<file path="config.mk">
export PLATFORM = sky130hd
export DESIGN_NAME = bullet_hit_detector_flat
export DESIGN_NICKNAME = d
export VERILOG_FILES = /design/src/rtl/bullet_hit_detector_if.sv /design/src/rtl/bullet_hit_detector.sv /design/src/flat_wrapper.sv
export SDC_FILE = /design/constraint.sdc
export NUM_CORES = 1
export LEC_CHECK = 0
export ABC_AREA = 1
export BUFFER_PORTS_ARGS = -buffer_cell sky130_fd_sc_hd__buf_2
export CAP_MARGIN = 10
export CORE_UTILIZATION = 55
export CTS_CLUSTER_DIAMETER = 60
export DETAILED_ROUTE_END_ITERATION = 6
export GPL_TIMING_DRIVEN = 1
export PLACE_DENSITY = 0.79
export SYNTH_ARGS = -nofsm -noshare
export SYNTH_HDL_FRONTEND = slang
export SYNTH_SLANG_ARGS = --single-unit
</file>
<file path="constraint.sdc">
create_clock -name Clk -period 2.7 [get_ports Clk]
set_clock_uncertainty 0.1 [all_clocks]
set_input_delay 0.675 -clock Clk [delete_from_list [all_inputs] [get_ports Clk]]
set_output_delay 0.675 -clock Clk [all_outputs]
set_load 0.05 [all_outputs]
</file>
<file path="src/rtl/bullet_hit_detector_if.sv">
// Bullet/enemy bus between the bullet FSM side and the hit detector.
// Carries the frame strobe, bullet/enemy geometry and the detector status outputs.
interface bullet_hit_detector_if;
    logic        frame_clk;
    logic        bullet;
    logic [9:0]  bullet_x;
    logic [9:0]  bullet_y;
    logic [9:0]  enemy_x;
    logic [9:0]  enemy_y;
    logic        collision;
    logic        hit_pulse;
    logic        enemy_visible;
    logic [2:0]  enemy_hp;
    logic [15:0] score;

    modport master (
        output frame_clk, bullet, bullet_x, bullet_y, enemy_x, enemy_y,
        input  collision, hit_pulse, enemy_visible, enemy_hp, score
    );

    modport slave (
        input  frame_clk, bullet, bullet_x, bullet_y, enemy_x, enemy_y,
        output collision, hit_pulse, enemy_visible, enemy_hp, score
    );
endinterface

</file>
<file path="src/rtl/bullet_hit_detector.sv">
// Bullet-vs-enemy hit detection with enemy hit-flash/death/respawn sequencing and kill score.
// Optional macro BULLET_HIT_LED_EN adds LEDR1, a debug LED toggling on every registered hit.
module bullet_hit_detector #(
    parameter logic [9:0]  ENEMY_W        = 10'd40,
    parameter logic [9:0]  ENEMY_H        = 10'd40,
    parameter logic [9:0]  BULLET_W       = 10'd10,
    parameter logic [9:0]  BULLET_H       = 10'd6,
    parameter int unsigned MAX_HP         = 3,
    parameter int unsigned FLASH_FRAMES   = 8,
    parameter int unsigned RESPAWN_FRAMES = 60
) (
    input  logic                 Clk,
    input  logic                 RESET_N,
    bullet_hit_detector_if.slave bus
`ifdef BULLET_HIT_LED_EN
    ,
    output logic                 LEDR1
`endif
);
    localparam int unsigned CNT_W   = 8;
    localparam int unsigned HP_W    = 3;
    localparam int unsigned SCORE_W = 16;

    localparam logic [CNT_W-1:0]   FLASH_LAST   = CNT_W'(FLASH_FRAMES - 1);
    localparam logic [CNT_W-1:0]   RESPAWN_LAST = CNT_W'(RESPAWN_FRAMES - 1);
    localparam logic [HP_W-1:0]    HP_INIT      = HP_W'(MAX_HP);
    localparam logic [SCORE_W-1:0] SCORE_MAX    = '1;

    typedef enum logic [1:0] {
        ALIVE     = 2'd0,
        HIT_FLASH = 2'd1,
        DEAD      = 2'd2
    } state_e;

    state_e               state_q, state_d;
    logic [CNT_W-1:0]     cnt_q, cnt_d;
    logic [HP_W-1:0]      hp_q, hp_d;
    logic [SCORE_W-1:0]   score_q, score_d;
    logic                 coll_q, coll_d;
    logic                 pulse_q, pulse_d;
    logic                 vis_q, vis_d;
    logic                 fc1_q, fc2_q;

    logic                 tick_c;
    logic                 overlap_c;
    logic                 hit_c;

    assign tick_c = fc1_q & ~fc2_q;

    // Sums are widened to 11 bits so boxes near the right/bottom edge never wrap.
    assign overlap_c = ({1'b0, bus.bullet_x} < ({1'b0, bus.enemy_x} + {1'b0, ENEMY_W}))
                    && (({1'b0, bus.bullet_x} + {1'b0, BULLET_W}) > {1'b0, bus.enemy_x})
                    && ({1'b0, bus.bullet_y} < ({1'b0, bus.enemy_y} + {1'b0, ENEMY_H}))
                    && (({1'b0, bus.bullet_y} + {1'b0, BULLET_H}) > {1'b0, bus.enemy_y});

    assign hit_c = tick_c & bus.bullet & overlap_c & (state_q == ALIVE) & ~coll_q;

    always_ff @(posedge Clk or negedge RESET_N) begin
        if (!RESET_N) begin
            state_q <= ALIVE;
            cnt_q   <= '0;
            hp_q    <= HP_INIT;
            score_q <= '0;
            coll_q  <= 1'b0;
            pulse_q <= 1'b0;
            vis_q   <= 1'b1;
            fc1_q   <= 1'b0;
            fc2_q   <= 1'b0;
        end else begin
            state_q <= state_d;
            cnt_q   <= cnt_d;
            hp_q    <= hp_d;
            score_q <= score_d;
            coll_q  <= coll_d;
            pulse_q <= pulse_d;
            vis_q   <= vis_d;
            fc1_q   <= bus.frame_clk;
            fc2_q   <= fc1_q;
        end
    end

    always_comb begin
        state_d = state_q;
        cnt_d   = cnt_q;
        hp_d    = hp_q;
        score_d = score_q;
        coll_d  = coll_q;
        pulse_d = hit_c;
        vis_d   = vis_q;

        // Collision holds until the bullet FSM drops the bullet.
        if (hit_c) begin
            coll_d = 1'b1;
        end else if (!bus.bullet) begin
            coll_d = 1'b0;
        end

        unique case (state_q)
            ALIVE: begin
                if (hit_c) begin
                    cnt_d = '0;
                    if (hp_q > HP_W'(1)) begin
                        hp_d    = hp_q - HP_W'(1);
                        state_d = HIT_FLASH;
                    end else begin
                        hp_d    = '0;
                        state_d = DEAD;
                        if (score_q != SCORE_MAX) begin
                            score_d = score_q + SCORE_W'(1);
                        end
                    end
                end
            end
            HIT_FLASH: begin
                if (tick_c) begin
                    if (cnt_q == FLASH_LAST) begin
                        state_d = ALIVE;
                        cnt_d   = '0;
                    end else begin
                        cnt_d = cnt_q + CNT_W'(1);
                    end
                end
            end
            DEAD: begin
                if (tick_c) begin
                    if (cnt_q == RESPAWN_LAST) begin
                        state_d = ALIVE;
                        cnt_d   = '0;
                        hp_d    = HP_INIT;
                    end else begin
                        cnt_d = cnt_q + CNT_W'(1);
                    end
                end
            end
            default: begin
                state_d = ALIVE;
                cnt_d   = '0;
            end
        endcase

        // Visibility follows the next state so it lines up with the registered state.
        unique case (state_d)
            ALIVE:     vis_d = 1'b1;
            HIT_FLASH: vis_d = ~cnt_d[1];
            default:   vis_d = 1'b0;
        endcase
    end

    assign bus.collision     = coll_q;
    assign bus.hit_pulse     = pulse_q;
    assign bus.enemy_visible = vis_q;
    assign bus.enemy_hp      = hp_q;
    assign bus.score         = score_q;

`ifdef BULLET_HIT_LED_EN
    logic led_q;

    always_ff @(posedge Clk or negedge RESET_N) begin
        if (!RESET_N) begin
            led_q <= 1'b0;
        end else begin
            led_q <= led_q ^ pulse_q;
        end
    end

    assign LEDR1 = led_q;
`endif

endmodule

</file>
<file path="src/flat_wrapper.sv">
// flat-port wrapper written by rule: the top's interface ports become plain ports
module bullet_hit_detector_flat 
#(
    parameter logic [9:0]  ENEMY_W        = 10'd40,
    parameter logic [9:0]  ENEMY_H        = 10'd40,
    parameter logic [9:0]  BULLET_W       = 10'd10,
    parameter logic [9:0]  BULLET_H       = 10'd6,
    parameter int unsigned MAX_HP         = 3,
    parameter int unsigned FLASH_FRAMES   = 8,
    parameter int unsigned RESPAWN_FRAMES = 60
)
  (Clk, RESET_N, bus_frame_clk, bus_bullet, bus_bullet_x, bus_bullet_y, bus_enemy_x, bus_enemy_y, bus_collision, bus_hit_pulse, bus_enemy_visible, bus_enemy_hp, bus_score);
  bullet_hit_detector_if bus_i ();
  input  logic Clk;
  input  logic RESET_N;
  input wire logic [$bits(bus_i.frame_clk)-1:0] bus_frame_clk;
  input wire logic [$bits(bus_i.bullet)-1:0] bus_bullet;
  input wire logic [$bits(bus_i.bullet_x)-1:0] bus_bullet_x;
  input wire logic [$bits(bus_i.bullet_y)-1:0] bus_bullet_y;
  input wire logic [$bits(bus_i.enemy_x)-1:0] bus_enemy_x;
  input wire logic [$bits(bus_i.enemy_y)-1:0] bus_enemy_y;
  output wire logic [$bits(bus_i.collision)-1:0] bus_collision;
  output wire logic [$bits(bus_i.hit_pulse)-1:0] bus_hit_pulse;
  output wire logic [$bits(bus_i.enemy_visible)-1:0] bus_enemy_visible;
  output wire logic [$bits(bus_i.enemy_hp)-1:0] bus_enemy_hp;
  output wire logic [$bits(bus_i.score)-1:0] bus_score;
  assign bus_i.frame_clk = bus_frame_clk;
  assign bus_i.bullet = bus_bullet;
  assign bus_i.bullet_x = bus_bullet_x;
  assign bus_i.bullet_y = bus_bullet_y;
  assign bus_i.enemy_x = bus_enemy_x;
  assign bus_i.enemy_y = bus_enemy_y;
  assign bus_collision = bus_i.collision;
  assign bus_hit_pulse = bus_i.hit_pulse;
  assign bus_enemy_visible = bus_i.enemy_visible;
  assign bus_enemy_hp = bus_i.enemy_hp;
  assign bus_score = bus_i.score;
  bullet_hit_detector #(.ENEMY_W(ENEMY_W), .ENEMY_H(ENEMY_H), .BULLET_W(BULLET_W), .BULLET_H(BULLET_H), .MAX_HP(MAX_HP), .FLASH_FRAMES(FLASH_FRAMES), .RESPAWN_FRAMES(RESPAWN_FRAMES)) u_core (.Clk(Clk), .RESET_N(RESET_N), .bus(bus_i));
endmodule
</file>
Word level (Yosys, flattened, before mapping):

Cells that the tools add are included.

* register bits after elaboration: 34
* output and inout bits: 22
* input port bits: 44
* logic and storage cells: 72

* reductions and logical operators: 9
* bitwise gates (word level): 9
* equal/unequal tests: 11
* mux-type cells: 21
* $lt $le $gt $ge: 5
* $add $sub $neg: 7

Operators with widths (count)
* two-way mux 8 bit: 5
* one-hot mux 8 bit (3 select lines): 1
* adder 10 x 6 -> 11 bit, second input constant: 2
* > comparator 11 x 10 -> 1 bit: 2
* less-than comparator 10 x 11 -> 1 bit: 2
* adder 16 x 1 -> 16 bit, second input constant: 1
* != test 16 bit, second input constant: 1
* two-way mux 2 bit: 6
* two-way mux 3 bit: 4
* adder 10 x 3 -> 11 bit, second input constant: 1
* adder 10 x 4 -> 11 bit, second input constant: 1
* != test 2 x 1 -> 1 bit, second input constant: 5
* adder 8 x 1 -> 8 bit, second input constant: 1
* equality test 8 x 3 -> 1 bit, second input constant: 1
* equality test 8 x 6 -> 1 bit, second input constant: 1
* AND reduction 4 bit: 2
* one-hot mux 2 bit (3 select lines): 1
* one-hot mux 3 bit (2 select lines): 1
* bitwise AND 1 bit: 5
* equality test 2 x 1 -> 1 bit, second input constant: 2
* logical NOT 2 bit: 2
* inverter 1 bit: 4
* > comparator 3 x 1 -> 1 bit, second input constant: 1
* logical AND 1 bit: 3
* 6 further kinds: 7

Longest topological paths before layout:

* depth in word-level cells: 12
* depth in mapped cells: 20
* mapped depth without buffers: 20

Worst setup path after synthesis:

OpenSTA, ideal clock, no wires.

* kind: input-to-reg
* start point: in bus_bullet_y[1]
* end point: reg u_core.score_q[12], in the netlist u_core.bus.score[12]
* path buffers: 1
* stages: 19
* arrival time: 2948 ps
* slack: -462 ps
* data required time: 2487 ps
* setup time: 113 ps
* cell sequence: inv_2 ha_1 nor3_1 and3_1 nand3_1 xnor2_1 ha_1 nand2_1 inv_1 nand2_2 inv_2 nand3_1 nand2_1 nand3_2 nor3_4 buf_6 nand4_1 nand2_1 inv_1

* cells in the longest elaborated chain, start to end: 7

Ends and longest elaborated chain
* from (decl): RTL line flat_wrapper.sv:19 `input wire logic [$bits(bus_i.bullet_y)-1:0] bus_bullet_y;`
* adder 10 x 3 -> 11 bit or less-than comparator 10 x 11 -> 1 bit (tied branches): RTL line bullet_hit_detector.sv:54, bullet_hit_detector.sv:53
* > comparator 11 x 10 -> 1 bit or logical AND 1 bit (tied branches): RTL line bullet_hit_detector.sv:54, bullet_hit_detector.sv:53
* logical AND 1 bit (*): RTL line bullet_hit_detector.sv:54 `&& (({1'b0, bus.bullet_y} + {1'b0, BULLET_H}) > {1'b0, bus.enemy_y});`
* bitwise AND 1 bit (*) (3 in a row): RTL line bullet_hit_detector.sv:56 `assign hit_c = tick_c & bus.bullet & overlap_c & (state_q == ALIVE) & ~coll_q;`
* AND reduction 4 bit (no line) (*)
* to (signal assigned): RTL line bullet_hit_detector.sv:73 `score_q <= score_d;`
* to (decl): RTL line bullet_hit_detector.sv:38 `logic [SCORE_W-1:0] score_q, score_d;`

Mark *: on every way between the ends. The rest lies on a longest branch, timed or not.
A chain may end at the register's enable or synchronous reset.

Final worst setup path:

* start point: in bus_bullet_y[1]
* end point: reg u_core.cnt_q[0]

* cells in the longest elaborated chain, start to end: 8

Ends and longest elaborated chain
* adder 10 x 3 -> 11 bit or less-than comparator 10 x 11 -> 1 bit (tied branches): RTL line bullet_hit_detector.sv:54, bullet_hit_detector.sv:53
* > comparator 11 x 10 -> 1 bit or logical AND 1 bit (tied branches): RTL line bullet_hit_detector.sv:54, bullet_hit_detector.sv:53
* logical AND 1 bit (*): RTL line bullet_hit_detector.sv:54
* bitwise AND 1 bit (*) (3 in a row): RTL line bullet_hit_detector.sv:56
* != test 2 x 1 -> 1 bit (no line) (*)
* AND reduction 3 bit (no line) (*)
* to (signal assigned): RTL line bullet_hit_detector.sv:71 `cnt_q <= cnt_d;`
* to (decl): RTL line bullet_hit_detector.sv:36 `logic [CNT_W-1:0] cnt_q, cnt_d;`

Marked as above.

==> flow_metrics.py <==
metrics = {
    "timing": {
        "tightest_slew_ps": 763.8,
        "drv_slew": 0,
        "rsz0062_at_grt": "true",
        "slew_headroom_pct": 49.08,
        "fin_crit_ps": 2941,
        "finalHoldViolCount": 0,
        "setup_viol": 31,
        "setup-tns-final_ps": -5792,
        "fmax_mhz": 340.0,
        "min_period_over_period_pct": 108.9,
        "worst_slack_ps": -241.4,
    },
    "global_route": {
        "grt_max_degree": 35,
        "grt_pass1_wl_um": 14230,
        "overflow": 0,
        "antenna_found_initial": 0,
        "grt_pass1_vias": 3436,
        "grt_usage_pct": 26.81,
    },
    "place": {
        "dpl.hpwl_um": 6373,
        "placed_area_um2": 4372,
        "port_buffers": 65,
        "gp_congestion": 0.8341,
        "place_inst": 681,
        "pre_cts_ws_ps": -534.5,
    },
    "routing": {
        "firstDrtPassIters": 5,
        "met1_length_um": 3979,
        "drcViolationCount": 0,
        "highest_layer": "met4",
        "dr.first_iter.drc_count": 165,
        "wl_met2_um": 4555,
        "vias": 3686,
        "drtAntennaViolNets": 0,
        "avgRoutedWirePerCell_um": 13.15,
        "avgViaCountPerCell": 5.273,
        "finalWirelength_um": 9192,
        "met3_wirelength_um": 449,
    },
    "floorplan": {
        "core_area_um2": 6026,
        "die_w_um": 81.64,
        "initial_core_util_pct": 57.89,
        "io_pins": 66,
        "die-height_um": 81.64,
        "die-area_um2": 6665,
        "rows": 28,
    },
    "worst_setup_path": {
        "path_class": "in -> reg",
        "critPathCaptureType": "register",
        "reg2regPathDepth": 12,
        "arrival_ps": 3020,
        "start_kind": "input pin",
        "cp.required_ps": 2780,
        "crit_fanout": 7,
        "r2r_slack_ps": 370,
        "rr_endpoint": "u_core.bus.score[13]$_DFFE_PN0P_",
        "reg2reg_from": "u_core.bus.score[0]$_DFFE_PN0P_",
    },
    "layout": {
        "area_delta_synth_final_pct": 38.77,
        "nNetsFinal": 712,
        "antenna_cells": 0,
        "drive_above_1_share_pct": 35.74,
        "finalNonFillerCells": 699,
        "design_area_um2": 4841,
    },
    "synthesis": {
        "yosysSeqAreaShare_pct": 24.50,
        "ys_top_cells_by_area": "dfrtp_1 (22%), ha_1 (16%), nand2_1 (11%), inv_1 (9.3%), nand4_1 (5.2%)",
        "synth_edf_count": 0,
        "synth_cells": 493,
        "yosys.area.top_type": "dfrtp_1",
        "syn_area_um2": 3488,
        "synth_cell_types": 39,
        "synth_ff_type": "dfrtp_1",
        "syn_avg_cell_area_um2": 7.076,
        "synth_nets": 582,
        "yosysWarnings": 0,
        "async_flop_share_pct": 100.0,
        "yosys.area.top_type_share_pct": 22.24,
        "ys_seq_elements": 34,
    },
    "clock_tree": {
        "h-tree-depth": 2,
        "clkTransAtPathRegs_ps": 80,
        "clockRootBuffer": "clkbuf_8",
        "clock_sinks": 34,
        "cts_tree": "done",
        "cts_made_buffers": 5,
        "clk_path_buf_depth": 2,
        "clk_latency_ps": 300,
    },
    "pwr": {
        "power_density_nw_per_um2": 375.2,
        "p_total_mw": 1.816,
        "vdd_drop_max_mv": 0.3588,
        "p_leak_nw": 2.542,
    },
    "worst_hold_path": {
        "min_to": "u_core.fc2_q$_DFF_PN0_",
        "min_from": "u_core.fc1_q$_DFF_PN0_",
        "hold_path_class": "reg -> reg",
        "hold_depth": 0,
    },
    "job": {
        "cap_violations": 0,
    },
    "status": {
        "violations": "setup timing",
        "status": "finished, violations left",
    },
}
cells by family (layout without fill, tap and decap cells):
group,Yosys count,in the layout,synth area share (%)
AND/OR/NAND/NOR,237,238,32.64
XOR/XNOR,28,28,7.030
AO/OA/AOI/OAI,47,47,8.178
flip-flops,34,34,24.50
adder cells (fa/ha/maj),45,45,16.14
buffers and inverters,102,232,11.51
report_power, final:
part           total, mW  internal [mW]  switching [mW]  leakage (nW)
combinational      0.749          0.305           0.444          2.06
clock              0.475          0.272           0.203        0.0579
sequential         0.592          0.554          0.0375         0.426
what timing repair did:
action / CTS / global route
setup buffers: 4 / 3
hold buffers: 0 / 0
pin swaps: 20 / 28
cloned: 2 / 1
setup endpoints to repair: 31 / 32
gates resized for setup: 24 / 48
registers in the layout, summed over array words and instances, names as in the netlist, 2 cells and up:
register / count
u_core.bus.enemy_hp: 3
u_core.bus.score: 16
u_core.cnt_q: 8
u_core.state_q: 2
cell usage in the layout, fill, tap and decap left out, types with 16 or more instances in the layout:
cell type  count
nand2_1       90
nand4_1       29
ha_1          39
buf_4         52
dfrtp_1       31
nand2_2       19
nor2_1        32
inv_1         84
buf_2         61
nand3_1       19
xor2_1        16
critical path: stages:
cell	delay, ps
buf_6	90
inv_8	40
ha_4	150
nor3_4	140
buf_4	140
xnor2_1	120
inv_1	60
ha_1	330
nand2_4	80
nor2_4	130
nand2_2	70
nand2_2	70
nand3_2	70
nand2_2	90
nand3_2	100
nor2_4	260
inv_4	100
nand2_4	110
nand2_8	80
nand2_1	60
o21ai_1	60
per-layer routing:
layer	GRT usage [%]	vias to the layer above
met5	0	-
met3	4.778	26
met1	33.36	1680
met4	4.386	0
li1	-	1864
met2	48.75	116
per-stage QoR:
stage | utilization [%] | hold WS (ps)
CTS | 76.97 | 292.6
floorplan | - | 253.7
finish | 80.34 | 299.1
global placement | 72.55 | 270.6
detailed placement | 72.55 | 275.4
global route | 80.34 | 307.5
worst max path at each step:
stage	from	to	slack (ps)	cells past startpoint
after floorplan	bus_bullet_x[1]	u_core.bus.score[12]$_DFFE_PN0P_	-180	19
after global placement	bus_bullet_y[1]	u_core.cnt_q[0]$_DFFE_PN0P_	-430	21
after detailed placement	bus_bullet_y[1]	u_core.cnt_q[6]$_DFFE_PN0P_	-530	21
after CTS	bus_bullet_y[1]	u_core.cnt_q[0]$_DFFE_PN0P_	-170	21
after global routing	bus_bullet_y[1]	u_core.bus.score[14]$_DFFE_PN0P_	-410	21
final	bus_bullet_y[1]	u_core.cnt_q[0]$_DFFE_PN0P_	-240	21
area by class of cell:
class / count / area, um^2
sequential: 34 / 854.6
clock buffer: 5 / 68.82
inverter: 97 / 382.9
fill: 406 / 1185
clock inverter: 3 / 40.04
tap: 75 / 93.84
multi-input combinational: 358 / 2506
timing repair buffer: 127 / 894.6
Yosys cell counts (all sizes together) (2+ instances only):
| library cell | instances |
|---|---|
| o21bai | 2 |
| nand3b | 4 |
| a21o | 3 |
| nor2 | 43 |
| o21ai | 19 |
| nand3 | 32 |
| buf | 4 |
| xnor2 | 12 |
| xor2 | 16 |
| clkinv | 2 |
| nor3 | 12 |
| o21a | 2 |
| ha | 45 |
| inv | 95 |
| dfstp | 3 |
| a21oi | 18 |
| nand2 | 114 |
| dfrtp | 31 |
| nand4 | 29 |
No activity file was read; power rests on OpenSTA's default activity.
